`src/rtl/wave_playback_reader.sv`:
```
// ============================================================================
// wave_playback_reader
//   Wave channel read side: frequency timer, sample fetch, volume, length.
//   Revision: 1.0
// ============================================================================
`default_nettype none

module wave_playback_reader #(
  parameter int FREQ_W = 11,
  parameter int LEN_W  = 8
) (
  input  logic              clk,
  input  logic              n_reset,
  input  logic              tick,
  input  logic              len_tick,
  input  logic              dac_en,
  input  logic              trigger,
  input  logic [FREQ_W-1:0] freq,
  input  logic              len_en,
  input  logic              len_load,
  input  logic [LEN_W-1:0]  len_data,
  input  logic [1:0]        vol_code,
  input  logic [7:0]        ram_dout,
  output logic [3:0]        ram_addr,
  output logic              ram_rd,
  output logic [3:0]        sample,
  output logic [4:0]        pos,
  output logic              active
);

  localparam logic [FREQ_W-1:0] c_timer_max = '1;
  localparam logic [FREQ_W-1:0] c_timer_one = {{(FREQ_W-1){1'b0}}, 1'b1};
  localparam logic [LEN_W:0]    c_len_full  = {1'b1, {LEN_W{1'b0}}};
  localparam logic [LEN_W:0]    c_len_one   = {{LEN_W{1'b0}}, 1'b1};

  logic [FREQ_W-1:0] timer_q, timer_d;
  logic [4:0]        pos_q, pos_d;
  logic [7:0]        buf_q, buf_d;
  logic [LEN_W:0]    len_q, len_d;
  logic              active_q, active_d;
  logic              ram_rd_q, ram_rd_d;
  logic              rd_pending_q, rd_pending_d;

  logic              w_step;
  logic              w_len_dec;
  logic [3:0]        w_nibble;

  assign w_step = tick & active_q & (timer_q == c_timer_max);
  // Load and trigger both take priority over a length clock in the same cycle.
  assign w_len_dec = len_tick & len_en & (len_q != '0) & ~len_load & ~trigger;

  always_comb begin
    timer_d      = timer_q;
    pos_d        = pos_q;
    buf_d        = buf_q;
    len_d        = len_q;
    active_d     = active_q;
    ram_rd_d     = 1'b0;
    rd_pending_d = ram_rd_q;

    if (trigger) begin
      timer_d = freq;
      pos_d   = 5'd0;
    end else if (w_step) begin
      timer_d  = freq;
      pos_d    = pos_q + 5'd1;
      ram_rd_d = 1'b1;
    end else if (tick && active_q) begin
      timer_d = timer_q + c_timer_one;
    end

    // Read data arrives the cycle after the strobe is seen by the RAM.
    if (rd_pending_q) begin
      buf_d = ram_dout;
    end

    if (len_load) begin
      len_d = c_len_full - {1'b0, len_data};
    end else if (trigger && dac_en && (len_q == '0)) begin
      len_d = c_len_full;
    end else if (w_len_dec) begin
      len_d = len_q - c_len_one;
    end

    if (!dac_en) begin
      active_d = 1'b0;
    end else if (trigger) begin
      active_d = 1'b1;
    end else if (w_len_dec && (len_q == c_len_one)) begin
      active_d = 1'b0;
    end
  end

  always_ff @(posedge clk) begin
    if (!n_reset) begin
      timer_q      <= '0;
      pos_q        <= 5'd0;
      buf_q        <= 8'h00;
      len_q        <= '0;
      active_q     <= 1'b0;
      ram_rd_q     <= 1'b0;
      rd_pending_q <= 1'b0;
    end else begin
      timer_q      <= timer_d;
      pos_q        <= pos_d;
      buf_q        <= buf_d;
      len_q        <= len_d;
      active_q     <= active_d;
      ram_rd_q     <= ram_rd_d;
      rd_pending_q <= rd_pending_d;
    end
  end

  assign w_nibble = pos_q[0] ? buf_q[3:0] : buf_q[7:4];

  always_comb begin
    sample = 4'd0;
    if (active_q) begin
      case (vol_code)
        2'd0:    sample = 4'd0;
        2'd1:    sample = w_nibble;
        2'd2:    sample = w_nibble >> 1;
        default: sample = w_nibble >> 2;
      endcase
    end
  end

  assign ram_addr = pos_q[4:1];
  assign ram_rd   = ram_rd_q;
  assign pos      = pos_q;
  assign active   = active_q;

endmodule

`default_nettype wire

```
`config.mk`:
```
export PLATFORM = sky130hd
export DESIGN_NAME = wave_playback_reader
export DESIGN_NICKNAME = d
export VERILOG_FILES = /design/src/rtl/wave_playback_reader.sv
export SDC_FILE = /design/constraint.sdc
export NUM_CORES = 1
export LEC_CHECK = 0
export BUFFER_PORTS_ARGS = -buffer_cell sky130_fd_sc_hd__buf_4
export CAP_MARGIN = 25
export CORE_UTILIZATION = 55
export CTS_CLUSTER_DIAMETER = 30
export DETAILED_ROUTE_END_ITERATION = 10
export PLACE_DENSITY = 0.93
export SLEW_MARGIN = 20
export SYNTH_ARGS = -nofsm -noshare
export SYNTH_HDL_FRONTEND = slang
export SYNTH_SLANG_ARGS = --single-unit
export TNS_END_PERCENT = 1
```
`constraint.sdc`:
```
create_clock -name clk -period 3.8 [get_ports clk]
set_input_delay 0.57 -clock clk [delete_from_list [all_inputs] [get_ports clk]]
set_output_delay 0.57 -clock clk [all_outputs]
set_load 0.01 [all_outputs]
```
; ---- Yosys cells after proc, flatten, opt, wreduce, memory -nomap -nowiden
; Index checks and enable logic that the tools add are counted.
[totals]
ff_bits = 36
input_bits = 37
[classes]
add_sub_neg = 4
n_reduce_logical = 12
eq_ne = 4
muxes = 12
n_bitwise = 9
[ops]
columns = op, count
row1 = 11-bit 2-to-1 mux, 3
row2 = 9-bit 2-to-1 mux, 3
row3 = 4-bit one-hot mux with 3 select lines, 1
row4 = "11-bit by 1-bit adder with 11-bit output, second input constant", 1
row5 = "11-bit equality test, second input constant", 1
row6 = "9-bit by 1-bit equality test with 1-bit output, second input constant", 1
row7 = 9-bit logical NOT, 1
row8 = 9-bit nonzero test, 1
row9 = "9-bit by 1-bit subtractor with 9-bit output, second input constant", 1
row10 = "9-bit by 8-bit subtractor with 9-bit output, first input constant", 1
row11 = 4-bit 2-to-1 mux, 2
row12 = 1-bit AND, 6
row13 = 3-bit nonzero test, 2
row14 = "5-bit by 1-bit adder with 5-bit output, second input constant", 1
row15 = 1-bit logical AND, 4
row16 = 1-bit 2-to-1 mux, 3
row17 = 1-bit NOT, 3
row18 = "2-bit by 1-bit equality test with 1-bit output, second input constant", 1
row19 = "2-bit equality test, second input constant", 1
row20 = 2-bit logical NOT, 1
row21 = 2-bit AND reduction, 1
row22 = 2-bit nonzero test, 1
row23 = 2-bit OR reduction, 1

; ---- Depth between registers and ports, before layout
; Gate-level depths: netlist of run 1.
[depth]
depth_word = 7
mapped_depth = 8

; ---- Worst setup path after synthesis of run 1
; OpenSTA, ideal clock, no wires.
[synth_path]
path_kind = register -> register
startpoint = reg len_q[0]
endpoint = reg len_q[5]
stages_incl_launch_ff = 9
arrival_ns = 2.092
setup_slack_ns = 1.590
required_ns = 3.682
setup_time_ns = 0.118
cell_sequence = dfxtp_1 inv_1 ha_1 or3b_2 clkbuf_1 o31a_1 buf_6 mux2_1 o2111a_1
[synth_between]
elab_chain_len = 5
word_cells_on_any_way = 11
classes_between = add/sub (1) / mux (3) / bitwise (3) / reduce/logical (4)
[synth_lines]
columns = item, line
row1 = "start, declared", 39  ; logic [LEN_W:0] len_q, len_d;
row2 = "start signal, assigned", 107  ; len_q <= len_d;
row3 = "parallel branches: the longest is 5 deep, another holds 9-bit by 1-bit subtractor with 9-bit output", --
; Several ways; the timed one is not identified. The select of a mux whose other input is x is not followed.
; A chain may end at the register's enable or synchronous reset.

; ---- Final worst setup path of run 1
; Ends and elaborated chain as after synthesis.

==> results by group, run 1 <==
Run status
  – Outcome: finished clean

Layout
  – Fill count: around 330
  – Final net count: roughly 350
  – Layout cell share with drive strength beyond 1: ~22%
  – Layout area overhead: 19.3%
  – # diodes: 0
  – Final design utilization: 67.9%
  – Non-filler cells in the finished layout: 360

STA
  – Max-slew violations: 0
  – Min Tclk post-route: approximately 2.4 ns
  – Final worst clock skew: roughly 0.0017 ns
  – Final period utilization: 63.5%
  – Hold Fails Final Rpt: 0
  – Slew @ Worst Pin: about 0.93 ns
  – RSZ-0062 raised after global routing: false
  – Setup violators final: 0
  – Relative slew slack: 37.1%
  – Fmax: just over 400 MHz
  – Sum Neg Setup Slack: 0 ns

Synthesis
  – Mux cell area share after synthesis: between 8 and 9%
  – Synth warn: 0
  – Post-Synth XOR/XNOR Area: roughly 2.7%
  – Syn Nets: 311
  – Adder-Cell Fraction of Synth Area: roughly 3.3%
  – Yosys reg bits: 36
  – Compound-cell area share of the yosys netlist: a little under a fifth
  – Simple-gate area share of the yosys netlist: ~27%
  – Primary FF master, synth: dfxtp_1
  – Sequential fraction of the synthesis area: between 30% and 40%
  – Largest area contributor in the netlist: dfxtp_1
  – Largest family of logic cells by synthesized area: simple AND/OR/NAND/NOR gates
  – Post-Syn Area: ~2300 um2
  – Fraction of registers with async set/reset: 0%
  – Yosys top cell area share: between 30% and 40%
  – Synth area leaders: dfxtp_1, mux2i_1, nor2_1
  – Avg Inst Size Synth: 8.50 um2
  – Post-synth EDFFs: 0
  – Synth cell types: between 50 and 60
  – Post-Synthesis Cells: 268

Clock tree
  – Clk Latency, worst-skew pair: between 0.2 and 0.3 ns
  – Worst-path clk slew: approximately 0.070 ns
  – Post-CTS repair timing setup buffer count: 0
  – Cts hold-fix bufs: 0
  – CTS tree: built
  – Resized Gates After CTS: 0
  – Clock sink total: 36
  – CTS Root Cell: clkbuf_8
  – Clock buffer depth: 2
  – Num CTS Buffers: 5
  – Htree depth: 2

Critical path
  – Startpoint types: register
  – WP data required: between 3 and 4 ns
  – Critical path data arrival time: roughly 2.6 ns
  – Crit Path Max Fanout: 10
  – Crit. End Element: register
  – Setup CP Type: register to register

Power
  – Leak pwr: ~1.1 nW
  – NetSw: approximately 230 uW
  – Reg power frac: between 40 and 50%
  – Switching share of power: about 28%
  – VDD IR-drop max: roughly 0.00021 V
  – Tot Pwr: 839 uW
  – Combinational Power Share: approximately 18%
  – Pwr Density: 309 nW/um2
  – Internal power: roughly 610 uW
  – Clk network pwr share: between 30% and 40%

Detailed routing
  – Total wire length: between 5000 and 6000 um
  – Router iterations before antenna repair: 4
  – DR vias: ~2200
  – DR iter-0 viols: ~140
  – ANT nets after route: 0
  – Residual DRC: 0
  – Vias per std cell: 6.18
  – Routed len/inst: around 15 um

Floorplan
  – Starting density of the core: between 50% and 60%
  – Placement row count: 23
  – Die ar.: roughly 4400 um2
  – Die Ht: approximately 66 um
  – Core box area: 4000 um2
  – Die width: roughly 66 um
  – Ports: 52

Global route
  – Largest net degree at the start of global routing: 18
  – First-pass GRT wire length: roughly 9000 um
  – Vias in the first global route: approximately 2000
  – Antenna violations before repair: 0
  – Overflow after GRT: 0
  – GRT Total Usage: between 20% and 30%

Placed design
  – Placed Instances: 352
  – Detailed Place HPWL: 4070 um
  – GP Congestion: around 0.89
  – Input/output buffers: 51

Run
  – Max-cap viol count: 0

Min path
  – Min-Delay Path Class: register to register
-- synthesized netlist by cell type, drive strengths merged, types with 3 or more instances --
library cell	number
ha	6
nand3	8
nor2	27
nor4	9
or4	4
nor3	10
nand4	6
nor2b	4
or3	3
o31ai	4
o21ai	8
buf	9
clkbuf	9
dfxtp	36
o32a	3
and2	4
a31oi	4
xor2	3
o32ai	3
nand2b	5
and3	4
inv	14
xnor2	4
nor3b	3
a21oi	9
nand2	12
and4	6
mux2i	18
-- cell usage in the layout (no fill, tap or decap), drive strengths merged, types with 4 or more instances in the layout --
cell type,n
nand2,12
and4,6
clkbuf,6
nor3,10
inv,14
nor2,27
nand2b,5
o21ai,8
xnor2,4
nand4,6
nor2b,4
dfxtp,36
or4,4
nand3,8
buf,52
ha,6
mux2i,18
and3,4
o31ai,4
a21oi,9
a31oi,4
and2,4
nor4,9
-- logic make-up after synthesis --
kind of cell             count (synthesis)
AO/OA/AOI/OAI                           55
XOR/XNOR                                 7
adder cells (fa/ha/maj)                  6
buffers and inverters                   32
flip-flops                              36
multiplexers                            20
AND/OR/NAND/NOR                        112
-- power groups by stage --
stage / clock (mW) / sequential, mW / combinational (mW)
CTS: 0.282 / 0.412 / 0.148
finish: 0.276 / 0.413 / 0.150
global route: 0.298 / 0.416 / 0.165
detailed placement: 0 / 0.421 / 0.146
global placement: 0 / 0.420 / 0.143
floorplan: 0 / 0.414 / 0.0969
-- routing by layer --
metal / wire length [um] / vias up / part of all wire (%) / global-route usage, %
met1: 2440 / 1048 / 45 / 36.1
li1: - / 1087 / - / -
met5: 0 / - / 0 / 0
met4: 80 / 0 / 1.5 / 9.31
met3: 266 / 10 / 4.9 / 4.14
met2: 2620 / 80 / 48 / 42.7
-- flip-flops by register name, summed over array words and instances (netlist names) --
register	cells
timer_q	11
len_q	9
active	1
ram_rd	1
rd_pending_q	1
buf_q	8
pos	5
-- worst max-delay path: stages, from the launching register on --
cell and delay, ns:
dfxtp_1 0.34, inv_1 0.13, ha_1 0.20, or3b_2 0.53, o41ai_4 0.61, o311ai_0 0.31, o2111a_1 0.20
-- per-stage QoR --
stage	area, um2	hold WS (ns)	setup slack (ns)
after CTS	2720	0.482	1.39
after global routing	2720	0.495	1.21
after detailed placement	2620	0.464	1.18
after global placement	2620	0.442	1.24
after floorplan	2280	0.460	1.59
final	2720	0.481	1.39
-- final timing paths --
kind	from	to	slack [ns]	cells after the start
hold / removal	ram_rd	rd_pending_q	0.48	1
hold reg to reg	ram_rd	rd_pending_q	0.48	1
setup reg to reg	len_q[0]	len_q[5]	1.39	6
setup / recovery	len_q[0]	len_q[5]	1.39	6
-- area by class of cell --
cell class                      instances  area, um2  share of cell area, %
Multi-Input combinational cell        200       1400                   51.5
Sequential cell                        36        721                   26.5
Timing Repair Buffer                   52        388                   14.3
Clock buffer                            6       82.6                   3.04
Tap cell                               50       62.6                   2.30
Inverter                               14       52.6                   1.93
Clock inverter                          2       10.0                  0.368
Note: power is estimated with default switching activity, not from simulation.
==> run 2: changes to the inputs <==
--- a/config.mk
+++ b/config.mk
@@ -7,10 +7,10 @@
 export LEC_CHECK = 0
 export BUFFER_PORTS_ARGS = -buffer_cell sky130_fd_sc_hd__buf_4
 export CAP_MARGIN = 25
-export CORE_UTILIZATION = 55
+export CORE_UTILIZATION = 49
 export CTS_CLUSTER_DIAMETER = 30
 export DETAILED_ROUTE_END_ITERATION = 10
-export PLACE_DENSITY = 0.93
+export PLACE_DENSITY = 0.88
 export SLEW_MARGIN = 20
 export SYNTH_ARGS = -nofsm -noshare
 export SYNTH_HDL_FRONTEND = slang
==> constraint.sdc (replaced) <==
create_clock -name clk -period 2.2 [get_ports clk]
set_input_delay 0.33 -clock clk [delete_from_list [all_inputs] [get_ports clk]]
set_output_delay 0.33 -clock clk [all_outputs]
set_load 0.01 [all_outputs]
==> run 2 against run 1 <==
Critical path depth shrank 2. Non-clock buffer count grew 11. Highest routed layer unchanged. Clock power grew 110%.
==> results by group, run 2 (same netlist as run 1, synthesis figures left out) <==
Layout
  – Biggest regs: timer_q: 11 flops, len_q: 9 flops, buf_q: 8 flops
  – Largest register FFs: 11
  – Fill count: roughly 360
  – Non-filler cells in the finished layout: around 370
  – Top reg by flops: timer_q
  – Final net count: 363
  – Final design utilization: roughly 64%
  – Post-route cell area: 2830 um2
  – Most frequent cells in the layout: buf_4, dfxtp_1, nor2_1, mux2i_1, inv_1
  – Layout area overhead: 24.3%
  – Commonest non-fill, non-tap cell in the layout: buf_4
  – Layout cell share with drive strength beyond 1: between 20 and 25%
  – # diodes: 0

STA
  – Relative slew slack: a little over three fifths
  – Fmax: roughly 480 MHz
  – Max-slew violations: 0
  – Final period utilization: a little over nine tenths
  – Sum Neg Setup Slack: 0 ns
  – Min Tclk post-route: 2.10 ns
  – Hold WS: between 0.2 and 0.25 ns
  – Setup violators final: 0
  – RSZ-0062 raised after global routing: false
  – Slew @ Worst Pin: around 0.55 ns
  – Final WS setup: approximately 0.098 ns
  – Final worst clock skew: between 0.004 and 0.005 ns
  – Hold Fails Final Rpt: 0

Detailed routing
  – Router iterations before antenna repair: 4
  – DR iter-0 viols: roughly 230
  – Total wire length: 5660 um
  – DR vias: 2255
  – ANT nets after route: 0
  – Routed len/inst: ~15 um
  – Residual DRC: 0
  – Vias per std cell: about 6.0

Power
  – NetSw: 431 uW
  – Leak pwr: between 1 and 1.5 nW
  – Clk network pwr share: between 30% and 40%
  – Switching share of power: a little over a quarter
  – Reg power frac: between 40% and 50%
  – Internal power: 1.15 mW
  – Combinational Power Share: 17.7%
  – Tot Pwr: roughly 1.6 mW
  – VDD IR-drop max: 0.000363 V
  – Pwr Density: about 560 nW/um2

Clock tree
  – Worst-path clk slew: ~0.08 ns
  – CTS Root Cell: clkbuf_8
  – Num CTS Buffers: 5
  – Post-CTS repair timing setup buffer count: 0
  – Clock buffer depth: 2
  – Cts hold-fix bufs: 0
  – CTS tree: built
  – Clock sink total: 36
  – Clk Latency, worst-skew pair: ~0.30 ns
  – Htree depth: 2

Min path
  – Worst hold stages: 3
  – Min-Delay Path Class: input port to register
  – Hold endpoint: timer_q[10]
  – HP Start: freq[10]

Floorplan
  – Starting density of the core: 51.6%
  – Die Ht: around 70 um
  – Ports: 52
  – Placement row count: 24
  – Core box area: roughly 4400 um2
  – Die width: about 70 um
  – Die ar.: roughly 5000 um2

Critical path
  – WP data required: roughly 2.4 ns
  – R2R cell count: 4
  – Slowest stage cell, crit path: or4_1
  – Buf+Inv Stages, Crit Path: 0
  – Critical path cell sequence: or4_1, o31a_1, or3_1, a221oi_2
  – Reg2reg end: len_q[0]
  – CP delay by family, top: simple AND/OR/NAND/NOR gates
  – Crit. End Element: register
  – Critical path data arrival time: 2.32 ns
  – Worst R2R Start: len_q[5]
  – Setup CP Type: register to register
  – Crit-path max cell delay: between 0.6 and 0.7 ns
  – Startpoint types: register
  – Setup slack, reg-to-reg: 0.1 ns
  – Crit Path Max Fanout: 6

Placed design
  – GP Congestion: just over 0.9
  – Placement Cell Area: 2710 um2
  – Input/output buffers: slightly above 50
  – Place WS: 0.0197 ns
  – Detailed Place HPWL: approximately 4200 um
  – Placed Instances: between 300 and 400

Global route
  – Overflow after GRT: 0
  – Vias in the first global route: between 2000 and 2500
  – GRT Total Usage: about 25%
  – Antenna violations before repair: 0
  – First-pass GRT wire length: roughly 10000 um
  – Largest net degree at the start of global routing: 18

Run status
  – Outcome: finished clean

Run
  – Max-cap viol count: 0
==> run 2: cell count changes in the layout (fill, tap and decap cells not counted) <==
cell | previous run | this run
or3b_4 | 0 | 1
buf_2 | 1 | 0
or3b_2 | 1 | 0
clkinvlp_4 | 0 | 1
buf_4 | 51 | 63
bufinv_16 | 0 | 1
o31ai_1 | 4 | 3
o31ai_2 | 0 | 1
clkbuf_8 | 6 | 5
clkinv_2 | 2 | 1
==> run 2: how the worst max path moves through the flow <==
stage / from / end / slack [ns] / cells after the start
global placement: len_q[1] / len_q[0] / 0.09 / 6
global route: len_q[5] / len_q[0] / 0.02 / 4
finish: len_q[5] / len_q[0] / 0.1 / 4
detailed placement: len_q[1] / len_q[0] / 0.02 / 6
CTS: len_q[1] / len_q[0] / 0.02 / 6
floorplan: len_q[0] / len_q[5] / 0.008 / 8
==> run 2: metal layers <==
layer  routed length (um)  global-route usage (%)
met1                 2490                    31.1
met2                 2730                    40.2
met3                  345                    5.77
met4                  104                    10.2
met5                    0                       0
==> run 2: final cells by class <==
cell class                      instances  area [um2]  share of cell area, %
Multi-Input combinational cell        200        1410                   49.7
Sequential cell                        36         721                   25.5
Timing Repair Buffer                   63         473                   16.7
Clock buffer                            5        68.8                   2.43
Tap cell                               52        65.1                   2.30
Inverter                               14        52.6                   1.86
Clock inverter                          3        42.5                   1.50
==> run 2: worst min-delay path, stage by stage <==
cell    delay, ns
buf_4        0.07
nor2_1       0.03
nor2_1       0.07
==> run 2: power groups by stage <==
stage | registers, mW | logic (mW) | clock network (mW)
after floorplan | 0.716 | 0.168 | 0
after global placement | 0.724 | 0.261 | 0
after detailed placement | 0.726 | 0.269 | 0
after CTS | 0.712 | 0.274 | 0.595
after global routing | 0.720 | 0.308 | 0.620
final | 0.714 | 0.279 | 0.586
==> run 2: timing repair <==
item	4_1_cts	5_1_grt
gates resized for setup	1	1
endpoints found under the setup margin	2	9
pin swaps	1	0
==> run 3: changes to the inputs <==
--- a/config.mk
+++ b/config.mk
@@ -7,6 +7,7 @@
 export LEC_CHECK = 0
 export BUFFER_PORTS_ARGS = -buffer_cell sky130_fd_sc_hd__buf_4
 export CAP_MARGIN = 25
+export CORE_MARGIN = 4
 export CORE_UTILIZATION = 49
 export CTS_CLUSTER_DIAMETER = 30
 export DETAILED_ROUTE_END_ITERATION = 10
==> run 3 against run 2 <==
Flip-flop and latch count is the same. Register-to-register slack lost 0.02 ns. Global-route usage shrank 4.3 points. First-iteration DRC count shrank 28%. Non-clock buffer count grew 4. Sequential share of layout area shrank 0.079 points. Cell area grew 0.31%. Combinational power grew 5%. Die area grew 18%. Power shrank 6.8%. Hold slack gained 0.0093 ns. Critical endpoint unchanged.
==> results by group, run 3 (same netlist as run 1, synthesis figures left out) <==
Global route
  – Overflow after GRT: 0
  – Antenna violations before repair: 0
  – GRT Total Usage: ~20%
  – Largest net degree at the start of global routing: 18
  – Vias in the first global route: between 2000 and 2500
  – First-pass GRT wire length: a little over 10000 um

Clock tree
  – Htree depth: 2
  – Clock buffer depth: 2
  – Clk Latency, worst-skew pair: about 0.29 ns
  – Worst-path clk slew: approximately 0.080 ns
  – Clock sink total: 36
  – CTS Root Cell: clkbuf_8
  – CTS tree: built
  – Cts hold-fix bufs: 0
  – Num CTS Buffers: 5

Layout
  – Layout area overhead: 24.7%
  – Most frequent cells in the layout: buf_4, dfxtp_1, nor2_1, mux2i_1, inv_1
  – Commonest non-fill, non-tap cell in the layout: buf_4
  – Biggest regs: timer_q: 11 flops, len_q: 9 flops, buf_q: 8 flops
  – # diodes: 0
  – Top reg by flops: timer_q
  – Layout cell share with drive strength beyond 1: a little over a quarter
  – Final net count: around 370
  – Largest register FFs: 11

Floorplan
  – Ports: between 50 and 60
  – Die width: 76.2 um
  – Die Ht: 76.2 um
  – Placement row count: 24
  – Core box area: between 4000 and 5000 um2
  – Starting density of the core: 51.6%
  – Die ar.: 5800 um2

Critical path
  – Crit Path Max Fanout: 5
  – Critical path data arrival time: around 2.3 ns
  – Setup CP Type: register to register
  – Startpoint types: register
  – R2R cell count: 6
  – WP data required: approximately 2.4 ns
  – Crit. End Element: register

Detailed routing
  – Vias per std cell: 6.01
  – Routed len/inst: 15.7 um
  – Total wire length: between 5000 and 6000 um
  – Router iterations before antenna repair: 4
  – DR vias: 2265
  – ANT nets after route: 0
  – Residual DRC: 0
  – DR iter-0 viols: about 170

Run status
  – Outcome: finished clean

Run
  – Max-cap viol count: 0

STA
  – Hold Fails Final Rpt: 0
  – Setup violators final: 0
  – Max-slew violations: 0
  – Final period utilization: between 90% and 100%
  – Min Tclk post-route: approximately 2.1 ns
  – Slew @ Worst Pin: ~0.52 ns
  – Fmax: 472 MHz
  – Final worst clock skew: slightly below 0.009 ns
  – Sum Neg Setup Slack: 0 ns
  – Relative slew slack: around two thirds

Power
  – VDD IR-drop max: around 0.00027 V
  – Leak pwr: between 1 and 1.5 nW
  – Tot Pwr: around 1.5 mW
  – Pwr Density: around 520 nW/um2

Placed design
  – Detailed Place HPWL: 4460 um
  – GP Congestion: between 0.9 and 1
  – Input/output buffers: 51

Min path
  – Min-Delay Path Class: input port to register
  – Worst hold stages: 3
==> run 3: cell types whose count changed in the layout (fill, tap and decap cells not counted), sizes merged <==
cell      previous run  this run
buf                 63        67
bufinv               1         0
clkinv               1         3
clkinvlp             1         0
==> run 3: through the flow <==
stage	instances	cell area [um2]	hold WS, ns	setup WS [ns]	utilization [%]
floorplan	268	2280	0.451	0.00785	-
global placement	368	2730	0.472	0.0685	61.9
detailed placement	368	2730	0.471	0.0198	61.9
CTS	376	2820	0.249	0.00929	63.9
global route	377	2840	0.285	-0.00978	64.3
finish	377	2840	0.251	0.0793	64.3
==> run 3: where the power goes <==
part | switching, mW | internal [mW] | leakage [nW]
Sequential | 0.0320 | 0.678 | 0.294
Combinational | 0.151 | 0.141 | 0.796
Clock | 0.250 | 0.221 | 0.0479
Total | 0.433 | 1.04 | 1.14
==> run 3: layout make-up <==
class	instances	area [um2]
inverter	14	52.6
clock buffer	5	68.8
sequential	36	721
tap	52	65.1
clock inverter	3	18.8
timing repair buffer	67	503
fill	370	1580
multi-input combinational	200	1410
==> run 3: final timing paths <==
path              slack [ns]            to      from
setup / recovery        0.08      len_q[0]  len_q[1]
hold / removal          0.25   timer_q[10]  freq[10]
setup reg to reg        0.08      len_q[0]  len_q[1]
hold reg to reg         0.48  rd_pending_q    ram_rd
==> run 3: worst max-delay path, cell delays in order (launching register included) <==
cell      delay (ns)
dfxtp_1         0.34
inv_1           0.10
ha_1            0.20
or3b_4          0.43
o31a_1          0.37
or3_1           0.39
a221oi_2        0.21
==> run 3: repair_timing <==
| item | CTS | global route |
|---|---|---|
| setup endpoints to repair | 1 | 9 |
| setup buffers | 0 | 1 |
| pin swaps | 1 | 1 |
| hold endpoints to repair | 0 | 0 |
| resized for setup | 0 | 3 |
==> run 3: metal layers <==
layer | global-route usage [%] | vias to the layer above | part of all wire (%)
li1 | - | 1115 | -
met1 | 25.7 | 1067 | 43
met2 | 33.5 | 72 | 49
met3 | 6.50 | 11 | 6.8
met4 | 5.24 | 0 | 1.5
met5 | 0 | - | 0
